## config.mk

```make
export PLATFORM = sky130hd
export DESIGN_NAME = trap_sequencer
export DESIGN_NICKNAME = d
export VERILOG_FILES = /design/src/rtl/trap_sequencer_pkg.sv /design/src/rtl/trap_sequencer.sv
export SDC_FILE = /design/constraint.sdc
export NUM_CORES = 1
export LEC_CHECK = 0
export BUFFER_PORTS_ARGS = -buffer_cell sky130_fd_sc_hd__buf_2
export CAP_MARGIN = 0
export CORE_ASPECT_RATIO = 1.75
export CORE_MARGIN = 2
export CORE_UTILIZATION = 51
export DETAILED_ROUTE_END_ITERATION = 7
export PLACE_DENSITY = 0.94
export SLEW_MARGIN = 5
export SYNTH_ARGS = -nofsm -noshare
export SYNTH_HDL_FRONTEND = slang
export SYNTH_SLANG_ARGS = --single-unit
```

## constraint.sdc

```tcl
create_clock -name clk_core -period 5.7 [get_ports clk_core]
set_input_delay 1.14 -clock clk_core [delete_from_list [all_inputs] [get_ports clk_core]]
set_output_delay 1.14 -clock clk_core [all_outputs]
set_load 0.03 [all_outputs]
```

## src/rtl/trap_sequencer_pkg.sv

```systemverilog
// ----------------------------------------------------------------------------
// trap_sequencer_pkg
// Shared types for the writeback trap/flush sequencer.
//   ecause_t      : exception cause code carried from writeback to mcause.
//   trap_state_t  : sequencer FSM states.
//   trap_kind_t   : kind of event captured in IDLE.
// ----------------------------------------------------------------------------
package trap_sequencer_pkg;

    typedef logic [3:0] ecause_t;

    typedef enum logic [2:0] {
        IDLE,
        DRAIN,
        COMMIT,
        FLUSH,
        REDIRECT
    } trap_state_t;

    typedef enum logic [1:0] {
        TK_EXC,
        TK_MRET,
        TK_FLUSH
    } trap_kind_t;

endpackage

```

## src/rtl/trap_sequencer.sv

```systemverilog
// ----------------------------------------------------------------------------
// trap_sequencer
// Sequences the writeback boundary for an exception, an mret or a flush
// request: drain in-flight bus transactions, commit trap CSRs (exceptions
// only), squash the pipeline for one cycle, then hand a new pc to fetch.
//
// Optional build macro: TRAP_SEQ_COUNT_EN enables the saturating trap_count
// counter; without it trap_count is tied to zero.
//
// Ports:
//   clk_core, reset          core clock, asynchronous active-high reset
//   wb_exc/wb_mret/wb_flush  retiring-instruction events (exc > mret > flush)
//   wb_exc_cause, wb_pc      cause and pc of the retiring instruction
//   fe1_stall, mem1_stall    outstanding fetch / memory cache fills
//   csr_mtvec, csr_mepc      trap vector base and mret return pc
//   seq_busy                 pipeline hold, high whenever state != IDLE
//   seq_flush                one-cycle pipeline squash
//   csr_trap_we              one-cycle mepc/mcause write strobe
//   csr_mepc_wdata           captured wb_pc
//   csr_mcause_wdata         captured cause
//   redirect_valid/ready/pc  redirect handshake towards fetch
//   drain_timeout            sticky flag: drain exceeded DRAIN_MAX cycles
//   trap_count               number of committed traps (optional)
// ----------------------------------------------------------------------------
import trap_sequencer_pkg::*;

module trap_sequencer #(
    parameter int DRAIN_MAX = 64,
    parameter int CNT_W     = 7
) (
    input  logic        clk_core,
    input  logic        reset,
    input  logic        wb_exc,
    input  ecause_t     wb_exc_cause,
    input  logic        wb_flush,
    input  logic        wb_mret,
    input  logic [31:2] wb_pc,
    input  logic        fe1_stall,
    input  logic        mem1_stall,
    input  logic [31:2] csr_mtvec,
    input  logic [31:2] csr_mepc,
    output logic        seq_busy,
    output logic        seq_flush,
    output logic        csr_trap_we,
    output logic [31:2] csr_mepc_wdata,
    output ecause_t     csr_mcause_wdata,
    output logic        redirect_valid,
    input  logic        redirect_ready,
    output logic [31:2] redirect_pc,
    output logic        drain_timeout,
    output logic [31:0] trap_count
);

    trap_state_t      state;
    trap_kind_t       kind;
    logic [CNT_W-1:0] drain_cnt;

    // drain_cnt holds the 1-based index of the current DRAIN cycle, so the
    // timeout flag becomes visible in DRAIN cycle DRAIN_MAX.
    always_ff @(posedge clk_core or posedge reset) begin
        if (reset) begin
            state            <= IDLE;
            kind             <= TK_EXC;
            drain_cnt        <= '0;
            seq_busy         <= 1'b0;
            seq_flush        <= 1'b0;
            csr_trap_we      <= 1'b0;
            csr_mepc_wdata   <= '0;
            csr_mcause_wdata <= '0;
            redirect_valid   <= 1'b0;
            redirect_pc      <= '0;
            drain_timeout    <= 1'b0;
        end else begin
            seq_flush   <= 1'b0;
            csr_trap_we <= 1'b0;
            case (state)
                IDLE: begin
                    if (wb_exc || wb_mret || wb_flush) begin
                        state            <= DRAIN;
                        seq_busy         <= 1'b1;
                        drain_cnt        <= CNT_W'(1);
                        csr_mepc_wdata   <= wb_pc;
                        csr_mcause_wdata <= wb_exc_cause;
                        // Target is resolved at capture so later CSR writes
                        // cannot disturb an in-progress sequence.
                        if (wb_exc) begin
                            kind        <= TK_EXC;
                            redirect_pc <= csr_mtvec;
                        end else if (wb_mret) begin
                            kind        <= TK_MRET;
                            redirect_pc <= csr_mepc;
                        end else begin
                            kind        <= TK_FLUSH;
                            redirect_pc <= wb_pc + 30'd1;
                        end
                    end
                end
                DRAIN: begin
                    if (!fe1_stall && !mem1_stall) begin
                        drain_cnt <= '0;
                        if (kind == TK_EXC) begin
                            state       <= COMMIT;
                            csr_trap_we <= 1'b1;
                        end else begin
                            state     <= FLUSH;
                            seq_flush <= 1'b1;
                        end
                    end else begin
                        if (drain_cnt != '1) begin
                            drain_cnt <= drain_cnt + CNT_W'(1);
                        end
                        if (drain_cnt >= CNT_W'(DRAIN_MAX - 1)) begin
                            drain_timeout <= 1'b1;
                        end
                    end
                end
                COMMIT: begin
                    state     <= FLUSH;
                    seq_flush <= 1'b1;
                end
                FLUSH: begin
                    state          <= REDIRECT;
                    redirect_valid <= 1'b1;
                end
                REDIRECT: begin
                    if (redirect_ready) begin
                        state          <= IDLE;
                        redirect_valid <= 1'b0;
                        seq_busy       <= 1'b0;
                    end
                end
                default: begin
                    state          <= IDLE;
                    seq_busy       <= 1'b0;
                    redirect_valid <= 1'b0;
                end
            endcase
        end
    end

`ifdef TRAP_SEQ_COUNT_EN
    logic [31:0] trap_cnt;

    always_ff @(posedge clk_core or posedge reset) begin
        if (reset) begin
            trap_cnt <= '0;
        end else if (state == COMMIT && trap_cnt != 32'hFFFF_FFFF) begin
            trap_cnt <= trap_cnt + 32'd1;
        end
    end

    assign trap_count = trap_cnt;
`else
    assign trap_count = 32'd0;
`endif

endmodule

```

==> metrics.json <==
{
  "worst_setup_path": {
    "critical_path_peak_fanout": 61,
    "startpoint_type": "input pin",
    "critical_path.cell_chain": "buf_2, or2_0, o21a_2, nor2_1, a21oi_1, a21boi_0",
    "cell_type_of_the_slowest_stage_on_the_worst_timing_path": "o21a_2",
    "crit_buf_inv": 1,
    "largest_incremental_delay_on_the_critical_path_ns": 0.93,
    "worst_path_dominant_cell_family": "compound AO/OA/AOI/OAI gates",
    "critPathCaptureType": "flop",
    "cp_data_arrival_time_ns": 3.57,
    "required_ns": 5.95,
    "setup.worst_path.class": "in2reg"
  },
  "routing": {
    "via_per_inst": 5.637,
    "postRouteWirelength_mm": 12.95,
    "detail-route-antenna-nets": 0,
    "via_count": 4425,
    "drt_pre_antenna_iters": 5,
    "route.detailed.drc": 0,
    "initialDrtViolationCount": 317,
    "wire_per_inst_microns": 16.50
  },
  "clock_tree": {
    "clkLatencyLatePin_ns": 0.33,
    "clock-sinks": 81,
    "cts.reportedPaths.clkPinSlew_ns": 0.06,
    "post_cts_buffers": 0,
    "cts.root.buffer_cell": "clkbuf_16",
    "cts.htree.levels": 3,
    "cts.repair.resized": 0,
    "clock_tree_from_tritoncts": "built",
    "cts-hold-fix-buffers": 0,
    "tritoncts.num_buffers": 9,
    "cts-root-to-sink-buffers": 2
  },
  "floorplanning": {
    "die-area_sq_um": 9609,
    "die_width_microns": 74.96,
    "num_io_pins": 203,
    "placeableCoreArea_sq_um": 8615,
    "rows": 45,
    "start_util_pct": 52.17,
    "die-height_microns": 128.2
  },
  "global_routing": {
    "grt_remaining_overflow": 0,
    "grt_pass1_wl_mm": 19.87,
    "groute.usage.overall_pct": 27.12,
    "grt_start_max_net_pins": 82,
    "initial_antenna_violation_count": 0,
    "grt_pass1_vias": 4195
  },
  "timing": {
    "setup_total_negative_slack_ns": 0,
    "setup_repair_after_global_routing_missed_its_margin": "false",
    "final_max_slew_violation_count": 0,
    "timing_worst_slew_pin_value_ns": 1.153,
    "finClkSkew_ns": 0.003575,
    "setup-violations-final": 0,
    "maxClockFrequency_ghz": 0.3018,
    "finalCriticalPeriod_ns": 3.314,
    "fin_crit_sh_pct": 58.14,
    "timing.max_slew.rel_slack_pct": 23.14,
    "hold_viol_final": 0
  },
  "run": {
    "cap_viol_max_count": 0
  },
  "synthesis": {
    "ys_seq_elements": 81,
    "post-synth-top-area-fraction_pct": 45.10,
    "synth-edff-count": 0,
    "synth_top_flop_cell": "dfrtp_1",
    "synthArstFlopShare_pct": 100.0,
    "synthesis.instances": 512,
    "post_synth.cell_area_avg_sq_um": 8.778,
    "synth.cell_area_sq_um": 4494,
    "fraction_of_the_yosys_area_taken_by_sequential_cells_pct": 45.10,
    "yosys.cell_types.count": 53,
    "ys.warnings.count": 0,
    "top_area_cells_in_the_synthesized_netlist": "dfrtp_1, nand2_1, buf_4, xor2_1, a221oi_1",
    "biggest_area_consumer_among_synthesized_cells": "dfrtp_1"
  },
  "finish": {
    "ant_diodes": 0,
    "drive_above_1_share_pct": 29.79,
    "register_area_sq_um": 2027,
    "final_cell_mix": "buf_2, nand2_1, dfrtp_1",
    "mostFrequentLayoutCell": "buf_2",
    "finish.net_count": 767,
    "final_util_pct": 64.10,
    "multi_input_area_sq_um": 2146,
    "final.fill_count": 713,
    "synthToLayoutAreaGrowth_pct": 22.86
  },
  "placed_design": {
    "post-dp-hpwl_mm": 9.631,
    "gp_congestion": 0.9136,
    "io_buf_count": 170
  },
  "pwr": {
    "static-leakage-power_nw": 2.751,
    "sum_of_internal_switching_and_leakage_power_mw": 3.134,
    "p_per_area_nw_per_um2": 567.5,
    "worst_ir_drop_vdd_mv": 0.3403
  },
  "worst_hold_path": {
    "timing.hold.worst.class": "reg2reg"
  },
  "status": {
    "run_status": "finished, final reports clean"
  }
}
-- per-stage QoR --
step / cell area [sq um] / cells / setup slack (ns) / hold WS, ns
final: 5522 / 785 / 2.386 / 0.4759
after detailed placement: 5224 / 769 / 2.154 / 0.4564
after global routing: 5522 / 785 / 2.202 / 0.4911
after CTS: 5522 / 785 / 2.459 / 0.4734
after floorplan: 4611 / 543 / 2.480 / 0.4308
after global placement: 5224 / 769 / 2.210 / 0.4568
-- logic make-up (layout without fill, tap and decap cells) --
group                      count (synthesis)  after routing  share of synthesized area, %
buffers and inverters                     73            198                         9.827
muxes                                      3              3                        0.6960
and+or+nand+nor                          224            224                         22.88
other                                      1             32                       0.08344
xor gates and xnor gates                  31             31                         6.041
adders and majority gates                  2              2                        0.5567
DFF                                       81             81                         45.10
AOI/OAI and AO/OA                         97             97                         14.81
-- layout make-up --
class,instances,area share (%)
Timing Repair Buffer,172,15.68
Sequential cell,81,36.71
Tap cell,117,2.651
Clock inverter,5,0.9971
Multi-Input combinational cell,389,38.86
Clock buffer,11,4.396
Inverter,10,0.7025
-- where the power goes --
group	switching [mW]	internal, mW	leakage (nW)	total, mW
clock	0.224	0.349	0.142	0.574
combinational	1.07	0.457	1.62	1.52
sequential	0.190	0.847	0.984	1.04
-- worst paths after layout --
| check | from | endpoint | slack (ns) | cells after the start |
|---|---|---|---|---|
| hold reg to reg | csr_mepc_wdata[6] | csr_mepc_wdata[6] | 0.48 | 2 |
| hold / removal | csr_mepc_wdata[6] | csr_mepc_wdata[6] | 0.48 | 2 |
| setup / recovery | wb_exc | redirect_pc[17] | 2.39 | 6 |
| max in group asynchronous | reset | csr_mepc_wdata[14] | 3.92 | 3 |
| setup reg to reg | state[2] | redirect_pc[17] | 3.19 | 5 |
| min in group asynchronous | reset | redirect_pc[3] | 1.09 | 3 |
-- Yosys cell counts (all sizes together) (2+ instances only) --
master and instances:
xor2 23, nand3 15, or4 2, and4 3
nor3 9, nand4 13, inv 9, a222oi 5
xnor2 8, nand2 124, clkbuf 15, mux2i 2
o31ai 2, and2 2, a21oi 19, ha 2
and3 6, o21a 2, a221oi 19, o21ai 24
dfrtp 81, nor2 39, o22ai 16, o211ai 2
buf 48, nor4 6
-- state kept, by name (all words and copies together), names as in the netlist --
name and cells:
csr_mepc_wdata 30, redirect_pc 30, drain_cnt 7, csr_mcause_wdata 4, state 3, kind 2, csr_trap_we 1, drain_timeout 1
redirect_valid 1, seq_busy 1, seq_flush 1
-- worst reg2reg max path: stages (launching register included) --
cell,delay (ns)
dfrtp_1,0.53
nor3_4,0.40
o21a_2,0.96
nor2_1,0.17
a21oi_1,0.19
a21boi_0,0.19
-- routing by layer --
layer / vias up / global-route usage, % / part of all wire, %
met2: 268 / 43.96 / 50
met4: 0 / 15.55 / 5.5
met3: 58 / 6.761 / 8.0
met1: 2082 / 31.70 / 37
li1: 2017 / - / -
met5: - / 0 / 0
(Power assumes the default switching activity.)
